==> config.mk <==
export PLATFORM = sky130hd
export DESIGN_NAME = shifter_ctrl
export DESIGN_NICKNAME = d
export VERILOG_FILES = /design/src/rtl/shifter_ctrl.sv
export SDC_FILE = /design/constraint.sdc
export NUM_CORES = 1
export LEC_CHECK = 0
export CORE_ASPECT_RATIO = 0.75
export CORE_MARGIN = 5
export CORE_UTILIZATION = 46
export CTS_CLUSTER_DIAMETER = 100
export DETAILED_ROUTE_END_ITERATION = 10
export GPL_ROUTABILITY_DRIVEN = 0
export HOLD_SLACK_MARGIN = 0.02
export MAX_ROUTING_LAYER = met4
export PLACE_DENSITY = 0.78
export SETUP_SLACK_MARGIN = 0.5
export SYNTH_ARGS = -nofsm -noshare
export SYNTH_HDL_FRONTEND = slang
export SYNTH_SLANG_ARGS = --single-unit
==> constraint.sdc <==
create_clock -name clk -period 3.4 [get_ports clk]
set_input_delay 0.68 -clock clk [delete_from_list [all_inputs] [get_ports clk]]
set_output_delay 0.68 -clock clk [all_outputs]
set_load 0.005 [all_outputs]
==> src/rtl/shifter_ctrl.sv <==
// shifter_ctrl: controller for an external DEPTH-stage, WIDTH-bit shift line.
// Arbitrates sources A and B round-robin into the line, generates every shift
// pulse, tracks a shadow valid/source tag per stage, and presents the line head
// to a consumer through a valid/ready handshake. A flush drains the line with
// bubbles. The line itself is external; drive its active-high reset with ~rst.
module shifter_ctrl #(
    parameter int DEPTH = 8,
    parameter int WIDTH = 4,
    parameter int CW    = $clog2(DEPTH + 1)
) (
    input  logic             clk,
    input  logic             rst,
    input  logic             a_valid,
    input  logic [WIDTH-1:0] a_data,
    output logic             a_ready,
    input  logic             b_valid,
    input  logic [WIDTH-1:0] b_data,
    output logic             b_ready,
    input  logic             flush,
    output logic [WIDTH-1:0] sh_si,
    output logic             sh_shn,
    input  logic [WIDTH-1:0] sh_so,
    output logic             out_valid,
    output logic [WIDTH-1:0] out_data,
    output logic             out_src,
    input  logic             out_ready,
    output logic [CW-1:0]    count,
    output logic             busy
);

    typedef enum logic [1:0] {
        IDLE  = 2'd0,
        RUN   = 2'd1,
        FLUSH = 2'd2
    } state_t;

    state_t           state_q, state_d;
    logic [DEPTH-1:0] vld_q, vld_d;      // shadow valid per stage, [DEPTH-1] is the head
    logic [DEPTH-1:0] src_q, src_d;      // shadow source tag per stage, 1 = B
    logic             rr_q, rr_d;        // source preferred on contention, 1 = B
    logic [CW-1:0]    count_q, count_d;
    logic             busy_q;

    logic head_blk, can_shift, arb_ok;
    logic grant_a, grant_b, accept, pop, drain, shift;

    // Arbitration, shift decision and next-state values for the shadow line.
    // NOTE: every signal gets a default at the top of always_comb so no path
    // leaves it unassigned, which would otherwise infer a latch.
    always_comb begin
        head_blk  = vld_q[DEPTH-1] & ~out_ready;
        can_shift = ~head_blk;
        // Gating with rst keeps the combinational readies and shift low in reset.
        arb_ok    = rst & can_shift & (state_q != FLUSH);
        grant_a   = arb_ok & a_valid & (~b_valid | ~rr_q);
        grant_b   = arb_ok & b_valid & (~a_valid |  rr_q);
        accept    = grant_a | grant_b;
        pop       = vld_q[DEPTH-1] & out_ready;
        drain     = (state_q == FLUSH) & (count_q != '0);
        shift     = can_shift & (accept | pop | drain);

        vld_d = vld_q;
        src_d = src_q;
        if (shift) begin
            vld_d = {vld_q[DEPTH-2:0], accept};
            src_d = {src_q[DEPTH-2:0], grant_b};
        end

        // After serving a source, prefer the other one next time.
        rr_d = accept ? grant_a : rr_q;

        unique case ({accept, pop})
            2'b10:   count_d = count_q + CW'(1);
            2'b01:   count_d = count_q - CW'(1);
            default: count_d = count_q;
        endcase

        state_d = state_q;
        unique case (state_q)
            IDLE:    if (accept) state_d = RUN;
            // An empty line returns to IDLE even if a flush arrives the same cycle.
            RUN:     if (count_d == '0) state_d = IDLE;
                     else if (flush)    state_d = FLUSH;
            FLUSH:   if (count_d == '0) state_d = IDLE;
            default: state_d = IDLE;
        endcase
    end

    // Register FSM state, shadow line, round-robin pointer, count and busy.
    // NOTE: sequential state uses non-blocking assignments so every register
    // samples the pre-edge values, independent of statement order.
    always_ff @(posedge clk or negedge rst) begin
        if (!rst) begin
            state_q <= IDLE;
            vld_q   <= '0;
            src_q   <= '0;
            rr_q    <= 1'b0;
            count_q <= '0;
            busy_q  <= 1'b0;
        end else begin
            state_q <= state_d;
            vld_q   <= vld_d;
            src_q   <= src_d;
            rr_q    <= rr_d;
            count_q <= count_d;
            busy_q  <= (state_d != IDLE);
        end
    end

    // Line drive: granted word on a shift, otherwise a zero bubble.
    always_comb begin
        sh_si = '0;
        if (grant_b)      sh_si = b_data;
        else if (grant_a) sh_si = a_data;
    end

    assign sh_shn    = shift;
    assign a_ready   = grant_a;
    assign b_ready   = grant_b;
    assign out_valid = vld_q[DEPTH-1];
    assign out_src   = src_q[DEPTH-1];
    assign out_data  = sh_so;
    assign count     = count_q;
    assign busy      = busy_q;

endmodule

==> flow_metrics.tcl <==
set metrics [dict create \
    run_status "finished clean" \
    critPathArrivalTime_ns 2.17 \
    yosysWarnings 0 \
    p_int_mw 0.8167 \
    yosysUniqueCellTypes 36 \
    slew_violations 0 \
    port_buffers 27 \
    area_growth_pct 37.96 \
    clock_sinks 24 \
    avgSynthCellArea_um2 9.365 \
    r2r_setup_slack_ns 0.75 \
    cap_violations 0 \
    r2r-start "state_q[0]$_DFF_PN0_" \
    synthTopCellsByArea "dfrtp_1 49%, nand2_1 13%, a22o_1 3.5%" \
    p_leak_nw 0.8145 \
    synth-seq-cells 24 \
    post_dp_cell_area_um2 1554 \
    criticalPathCategory "primary input to primary output" \
    htree_levels 1 \
    design_area_um2 1705 \
    r2r_cells 11 \
    drtIter0Drc 32 \
    clockBufferDepth 2 \
    seqPwrFrac 0.368 \
    switchingPower_mw 0.4849 \
    mostFrequentLayoutCells "42 x nand2_1, 24 x dfrtp_1, 23 x clkdlybuf4s50_1" \
    critPathMaxFanout 5 \
    rsz0062_at_grt "yes" \
    ant_nets 0 \
    ys_seq_area_frac 0.4858 \
    synthArstFlopShare 1.000 \
    slew_headroom 0.7101 \
    required_ns 2.72 \
    syn_nets 153 \
    netlist.area_leader.share 0.4858 \
    grt_pass1_vias 1051 \
    rr_endpoint "state_q[0]$_DFF_PN0_" \
    setup_viol 0 \
    finalHoldViolCount 0 \
    ctsHoldBuffers 0 \
    hold_path.class "primary input to async pin" \
    gr-total-overflow 0 \
    switching_share 0.3726 \
    synth.largest_area_cell "dfrtp_1" \
    antenna_found_initial 0 \
    start_kind "primary input" \
    synth_edf_count 0 \
    final_common_cell "nand2_1" \
    nNetsFinal 184 \
    cts_tree "done" \
    core-area_um2 2603 \
    grt_max_degree 17 \
    first_pass_iters 5 \
    whs_ns 0.4249 \
    grt_pass1_wl_um 4788 \
    ios 36 \
    post-cts-setup-buffer-count 0 \
    vias 1048 \
    timing.final.crit_period_ns 2.852 \
    end_kind "primary output" \
    die_w_um 69.86 \
    period_share 0.8389 \
    route.detailed.drc 0 \
    clkTransAtPathRegs_ns 0.14 \
    clkPwrFrac 0.160 \
    p_comb_frac 0.472 \
    dieArea_um2 3835 \
    avgRoutedWirePerCell_um 14.31 \
    insertedDiodeCount 0 \
    max_freq_ghz 0.3506 \
    drive_above_1_share 0.1852 \
    vdd_drop_max_v 0.0004867 \
    synth_ff_type "dfrtp_1" \
    clk-insertion-delay-late_ns 0.32 \
    worst_pin_slew_ns 0.4339 \
    hpwl_um 1991 \
    grt_usage 0.1647 \
    cts_made_buffers 3 \
    drt-total-wl_um 2833 \
    synth_cells 132 \
    fin_skew_ns 0.009617 \
    fp.dieH_um 54.90 \
    powerDensity_nw_per_um2 763.3 \
    drt-vias-per-instance 5.293 \
    floorplan.initialDensity 0.4750 \
    syn_area_um2 1236 \
    num_rows 16 \
    cts-root-buf "clkbuf_4" \
]
cell type report:
class	count	area (um^2)
Clock buffer	3	22.52
Clock inverter	1	30.03
Multi-Input combinational cell	95	620.6
Inverter	3	11.26
Timing Repair Buffer	36	375.4
Sequential cell	24	600.6
Tap cell	36	45.04
Fill cell	197	897.1
power groups by stage:
| stage | clock, mW | combinational [mW] | sequential (mW) |
|---|---|---|---|
| 2_1_floorplan | 0 | 0.354 | 0.460 |
| 3_3_place_gp | 0 | 0.547 | 0.477 |
| 3_5_place_dp | 0 | 0.566 | 0.482 |
| 4_1_cts | 0.208 | 0.596 | 0.476 |
| 5_1_grt | 0.220 | 0.678 | 0.495 |
| 6_report | 0.208 | 0.615 | 0.479 |
synth_stat cells, types with 2 or more instances:
library cell / number
nand2b_1: 4
o211ai_1: 2
ha_1: 3
nor3b_1: 2
nor2_1: 3
o21ai_1: 3
clkbuf_1: 2
xor2_1: 3
inv_2: 2
nand3b_1: 2
and3_1: 3
nand2_1: 43
dfrtp_1: 24
xnor2_1: 2
nor2b_1: 2
buf_2: 4
buf_4: 4
a22o_1: 5
o21ai_0: 2
sequential cells by signal (all words and copies together), names as in the netlist:
register,count
busy,1
src_q,8
vld_q,8
rr_q,1
count,4
state_q,2
cell families after synthesis:
group / share of synthesized area
AOI/OAI and AO/OA: 0.1032
xor gates and xnor gates: 0.03543
adders and majority gates: 0.03037
buffers and inverters: 0.05567
DFF: 0.4858
muxes: 0.02631
and+or+nand+nor: 0.2631
worst max-delay path by stage:
stage | to | cells after the start | startpoint | slack [ns]
after floorplan | busy$_DFF_PN0_ | 12 | a_valid | 0.50
after global placement | busy$_DFF_PN0_ | 12 | rst | 0.05
after detailed placement | state_q[0]$_DFF_PN0_ | 12 | a_valid | -0.13
after CTS | sh_shn | 8 | a_valid | 0.52
after global routing | sh_shn | 8 | rst | 0.49
final | sh_si[2] | 6 | out_ready | 0.55
critical path, stage by stage:
cell             delay (ns)
dlygate4sd2_1          0.25
nand2b_4               0.18
and3_4                 0.20
and3_4                 0.18
a22o_1                 0.23
clkdlybuf4s50_1        0.45
layer usage:
metal	up-vias	share of wire	global-route usage
met1	509	0.46	0.1932
li1	498	-	-
met3	4	0.058	0.04513
met5	-	0	-
met2	37	0.47	0.2947
met4	0	0.0067	0.03185
metrics by stage:
step                      total power [mW]  cells  setup TNS [ns]    util  worst slack [ns]
after floorplan                     0.8134    132               0       -            0.5003
after global placement               1.024    193               0  0.5971           0.04889
after detailed placement             1.048    193         -0.2965  0.5971           -0.1308
after CTS                            1.280    198               0  0.6466            0.5215
after global routing                 1.393    198               0  0.6553            0.4901
final                                1.302    198               0  0.6553            0.5478
repair_timing:
action	in CTS	in global routing
cloned	1	0
pin swaps	1	1
setup endpoints to repair	10	4
gates resized for setup	16	6
(Power assumes the default switching activity.)
==> variant 1 (same flow settings) <==
Set the parameter `DEPTH` to 4 (it was 8).
--- a/src/rtl/shifter_ctrl.sv
+++ b/src/rtl/shifter_ctrl.sv
@@ -4,7 +4,7 @@
 // to a consumer through a valid/ready handshake. A flush drains the line with
 // bubbles. The line itself is external; drive its active-high reset with ~rst.
 module shifter_ctrl #(
-    parameter int DEPTH = 8,
+    parameter int DEPTH = 4,
     parameter int WIDTH = 4,
     parameter int CW    = $clog2(DEPTH + 1)
 ) (
Ports: changed (resized count); port bits go from 36 to 35. The function was not compared with the original's and may differ.
==> variant 1 against the unedited design <==
Setup slack gained 0.0079 ns; register-to-register slack gained 0.09 ns; critical path depth did not move; sequential cell count is 9 lower; total power is 23% lower; area after synthesis is 32% lower; final cell count fell by 34%; largest cell class unchanged; count of clock-buffer cells in the layout increased by 1; first-iteration DRC count down 56%; design area decreased by 27%; clock power is 50% lower; maximum frequency increased by 0.28%; wire length shrank 22%.
==> variant 1: results (changes against the unedited design) <==
status completed; Logic pwr share 56.6% (+9.4 points); Compound-Gate Fraction of Synth Area 17.51% (+7.2 points); total number of vias 703 (-33%); metal3 WL 122 um (-25%); final wirelength 2.197 mm (-22%); met3 Use GR 6.319% (+1.8 points); wl on met1 893 um (-32%); met2 wire length 1.161 mm (-14%); Reg2Reg Depth 9 (-2); pre-CTS WS 0.07493 ns (+0.2057 ns); post-cts sizing count 12 (-4); Iteration-0 DRC Markers 14 (-56%); layout cells sized above 1 27.52% (+9.0 points); Final Skew 0.008362 ns (-0.001255 ns); first-pass detailed-route iteration total 4 (-1); Synth top cells by count 15 x dfrtp_1, 8 x inv_1, 6 x mux2_4, 5 x a22o_1; vias in the first global route 719 (-32%); Worst-Margin Slew 0.4483 ns (+0.01439 ns); syn nets 94 (-39%); top cells by area, synth dfrtp_1 45%, mux2_4 11%, a22o_1 5.2%; Fillers 121 (-39%); Final nets 131 (-29%); port bufs 26 (-3.7%); P_leak 0.0005981 uW (-27%); met2 Use GR 28.76% (-0.71 points); GRT Resource Usage Total 16.95% (+0.48 points)
[variant 1: layout make-up]
class | instances | area, um2 | share of cell area [%]
clock buffer | 4 | 26.28 | 2.100
inverter | 9 | 33.78 | 2.700
multi-input combinational | 45 | 456.7 | 36.50
sequential | 15 | 375.4 | 30.00
tap | 22 | 27.53 | 2.200
timing repair buffer | 36 | 331.6 | 26.50
[variant 1: final timing paths]
check                        endpoint  slack, ns
setup / recovery             sh_si[0]       0.56
hold / removal               vld_q[2]       0.51
setup reg to reg           state_q[0]       0.84
hold reg to reg              vld_q[2]       0.51
max in group asynchronous    vld_q[0]       2.60
min in group asynchronous        rr_q       0.61
[variant 1: per-stage QoR]
stage,total power [uW],hold WS [ns],std cells,utilization [%],instance area [um2]
2_1_floorplan,628.5,0.3844,73,-,843.3
3_3_place_gp,808.4,0.4883,120,64.56,1124
3_5_place_dp,832.1,0.4898,120,64.56,1124
4_1_cts,976.9,0.5146,128,69.88,1216
5_1_grt,1069,0.5469,131,71.89,1251
6_report,997.3,0.5088,131,71.89,1251
==> variant 2 (config.mk and constraints unchanged) <==
Without the edit above. Make the reset (`rst`) synchronous in one clocked block.
--- a/src/rtl/shifter_ctrl.sv
+++ b/src/rtl/shifter_ctrl.sv
@@ -89,7 +89,7 @@
     // Register FSM state, shadow line, round-robin pointer, count and busy.
     // NOTE: sequential state uses non-blocking assignments so every register
     // samples the pre-edge values, independent of statement order.
-    always_ff @(posedge clk or negedge rst) begin
+    always_ff @(posedge clk) begin
         if (!rst) begin
             state_q <= IDLE;
             vld_q   <= '0;
Behaviour: differs if rst is asserted again (counterexample within 4 cycles, from zero or initial values and one cycle with rst low); with rst held inactive, the same outputs for 10 cycles.
==> variant 2 against the unedited design <==
Design area up 4.6%; sequential cell count stayed put; setup slack gained 0.028 ns; non-clock buffer count is 7 higher; area after synthesis increased by 3.6%; via count is 16% higher; wire length increased by 19%; largest cell class unchanged; highest routed layer unchanged.
Power is not compared: it rests on default switching activity, and its combinational part moved more than twofold at a synthesized area within 25%.
==> variant 2: results (changes against the unedited design) <==
status completed; DP HPWL 2.030 mm (+2.0%); Netlist cell types 45 (+25%); Hold Path Cell Cnt 2; Final Max Tran Viols 0 (unchanged); CP arrival 2.96 ns (+0.79 ns); Adder-Cell Fraction of Synth Area 2.930% (-0.11 points); Final Skew 0.003379 ns (-0.006238 ns); clk_lat worst skew 0.26 ns (-0.06 ns); clk slew on worst S/H paths 0.08 ns (-0.06 ns); initial antenna violation count 0 (unchanged); htree depth 1 (unchanged); # diodes 0 (unchanged); maximum clock insertion buffer count 2 (unchanged); CTS buffer count 3 (unchanged); syn nets 172 (+12%); worst-path maximum fanout 4 (-1); hold crit path type reg2reg; Root Buffer clkbuf_8; layout cells sized above 1 25.41% (+6.9 points); sequential area share after synthesis 37.50% (-11 points); Post-synth ARST share 0% (-100 points); Avg WL per Cell 15.30 um (+7.0%); R2R Setup Slk 0.72 ns (-0.03 ns); HP Start src_q[4]; WHS 0.4533 ns (+0.02841 ns); xor/xnor share of the synthesized area 2.051% (-1.5 points); Max VDD drop 0.2628 mV; pin count of the biggest net entering global routing 20 (+3); Int Power 488.7 uW; P_leak 0.0007223 uW; yosys warns 0 (unchanged); GRT Resource Usage Total 15.48% (-0.99 points); Reg2Reg Depth 11 (unchanged); Final min period 2.824 ns (-0.02801 ns); hold endpoint src_q[5]; first-pass detailed-route iteration total 4 (-1); port bufs 27 (unchanged); pre-CTS WS -0.07912 ns (+0.05167 ns); vias in the first global route 1149 (+9.3%); Worst-Margin Slew 0.5219 ns (+0.08801 ns); Final nets 207 (+13%); Iteration-0 DRC Markers 99 (+210%); top cells by area, synth dfxtp_1 38%, nand2_1 8.8%, a21oi_1 5.5%; Compound-Gate Fraction of Synth Area 19.92% (+9.6 points); first-pass GRT wire length 4.912 mm (+2.6%); RR Endpoint busy; Fillers 210 (+6.6%); final hold viol count 0 (unchanged); vias per cell 5.484 (+3.6%); post-synthesis mux area share 5.469% (+2.8 points); Synth top cells by count 30 x nand2_1, 24 x dfxtp_1, 14 x a21oi_1, 9 x nor2_1, 6 x and3_1; Critical R2R Launch state_q[0]
[variant 2: changes by cell type in the layout (fill, tap and decap cells not counted), moves of 3 or more]
cell / delta
nand2_1: -14
ha_1: -3
dfxtp_1: +24
dlygate4sd2_1: +7
and3_1: +3
buf_4: +8
nor2_1: +6
dfrtp_1: -24
clkbuf_4: -3
a21oi_1: +13
clkbuf_8: +4
clkdlybuf4s50_1: -7
[variant 2: cell families after synthesis]
family | count (synthesis)
simple gates | 61
compound gates | 36
flops | 24
buf+inv | 18
mux | 6
xor+xnor | 3
fa+ha+maj | 3
[variant 2: per-stage QoR]
step | cell area [um2] | cells | TNS [ns]
final | 1784 | 221 | 0
after CTS | 1663 | 214 | 0
after detailed placement | 1546 | 205 | -0.1341
after floorplan | 1281 | 151 | 0
after global placement | 1546 | 205 | 0
after global routing | 1784 | 221 | 0
[variant 2: cell type report]
cell class | instances | area, um2 | share of cell area (%)
clock buffer | 4 | 55.05 | 3.086
inverter | 5 | 18.77 | 1.052
multi-input combinational | 109 | 800.8 | 44.88
sequential | 24 | 480.5 | 26.93
tap | 36 | 45.04 | 2.525
timing repair buffer | 43 | 384.1 | 21.53
[variant 2: critical path, cell delays in order]
cell and delay (ns):
dlygate4sd2_1 0.27, o21ai_2 0.22, nand3b_4 0.20, ha_4 0.16, buf_4 0.12, or3b_4 0.37, a21oi_2 0.15, mux2i_2 0.10
mux2_4 0.35, o211ai_4 0.20, o221ai_2 0.14
[variant 2: power groups by stage]
stage	Combinational, uW	Clock (uW)	Sequential (uW)
final	180	193	310
after CTS	154	196	309
after floorplan	96.0	0	309
after detailed placement	146	0	315
after global placement	142	0	314
after global routing	193	209	313
[variant 2: what timing repair did]
| action | 4_1_cts | 5_1_grt |
|---|---|---|
| buffers inserted | 5 | 7 |
| gates cloned | 0 | 0 |
| endpoints found under the setup margin | 11 | 4 |
| pin swaps | 5 | 5 |
| resized for setup | 24 | 13 |
[variant 2: worst max-delay path by stage]
stage          startpoint  endpoint
2_1_floorplan     a_valid      busy
6_report          a_valid      busy
4_1_cts         out_ready    sh_shn
3_3_place_gp      a_valid      busy
3_5_place_dp      a_valid      busy
5_1_grt           a_valid      busy
[variant 2: layer usage]
layer	share of wire, %	vias up	routed length [um]	GRT usage (%)
met1	44	559	1475	19.02
met4	1.7	0	56	2.949
met5	0	-	0	-
li1	-	585	-	-
met2	49	60	1646	25.63
met3	6.0	8	204	4.152
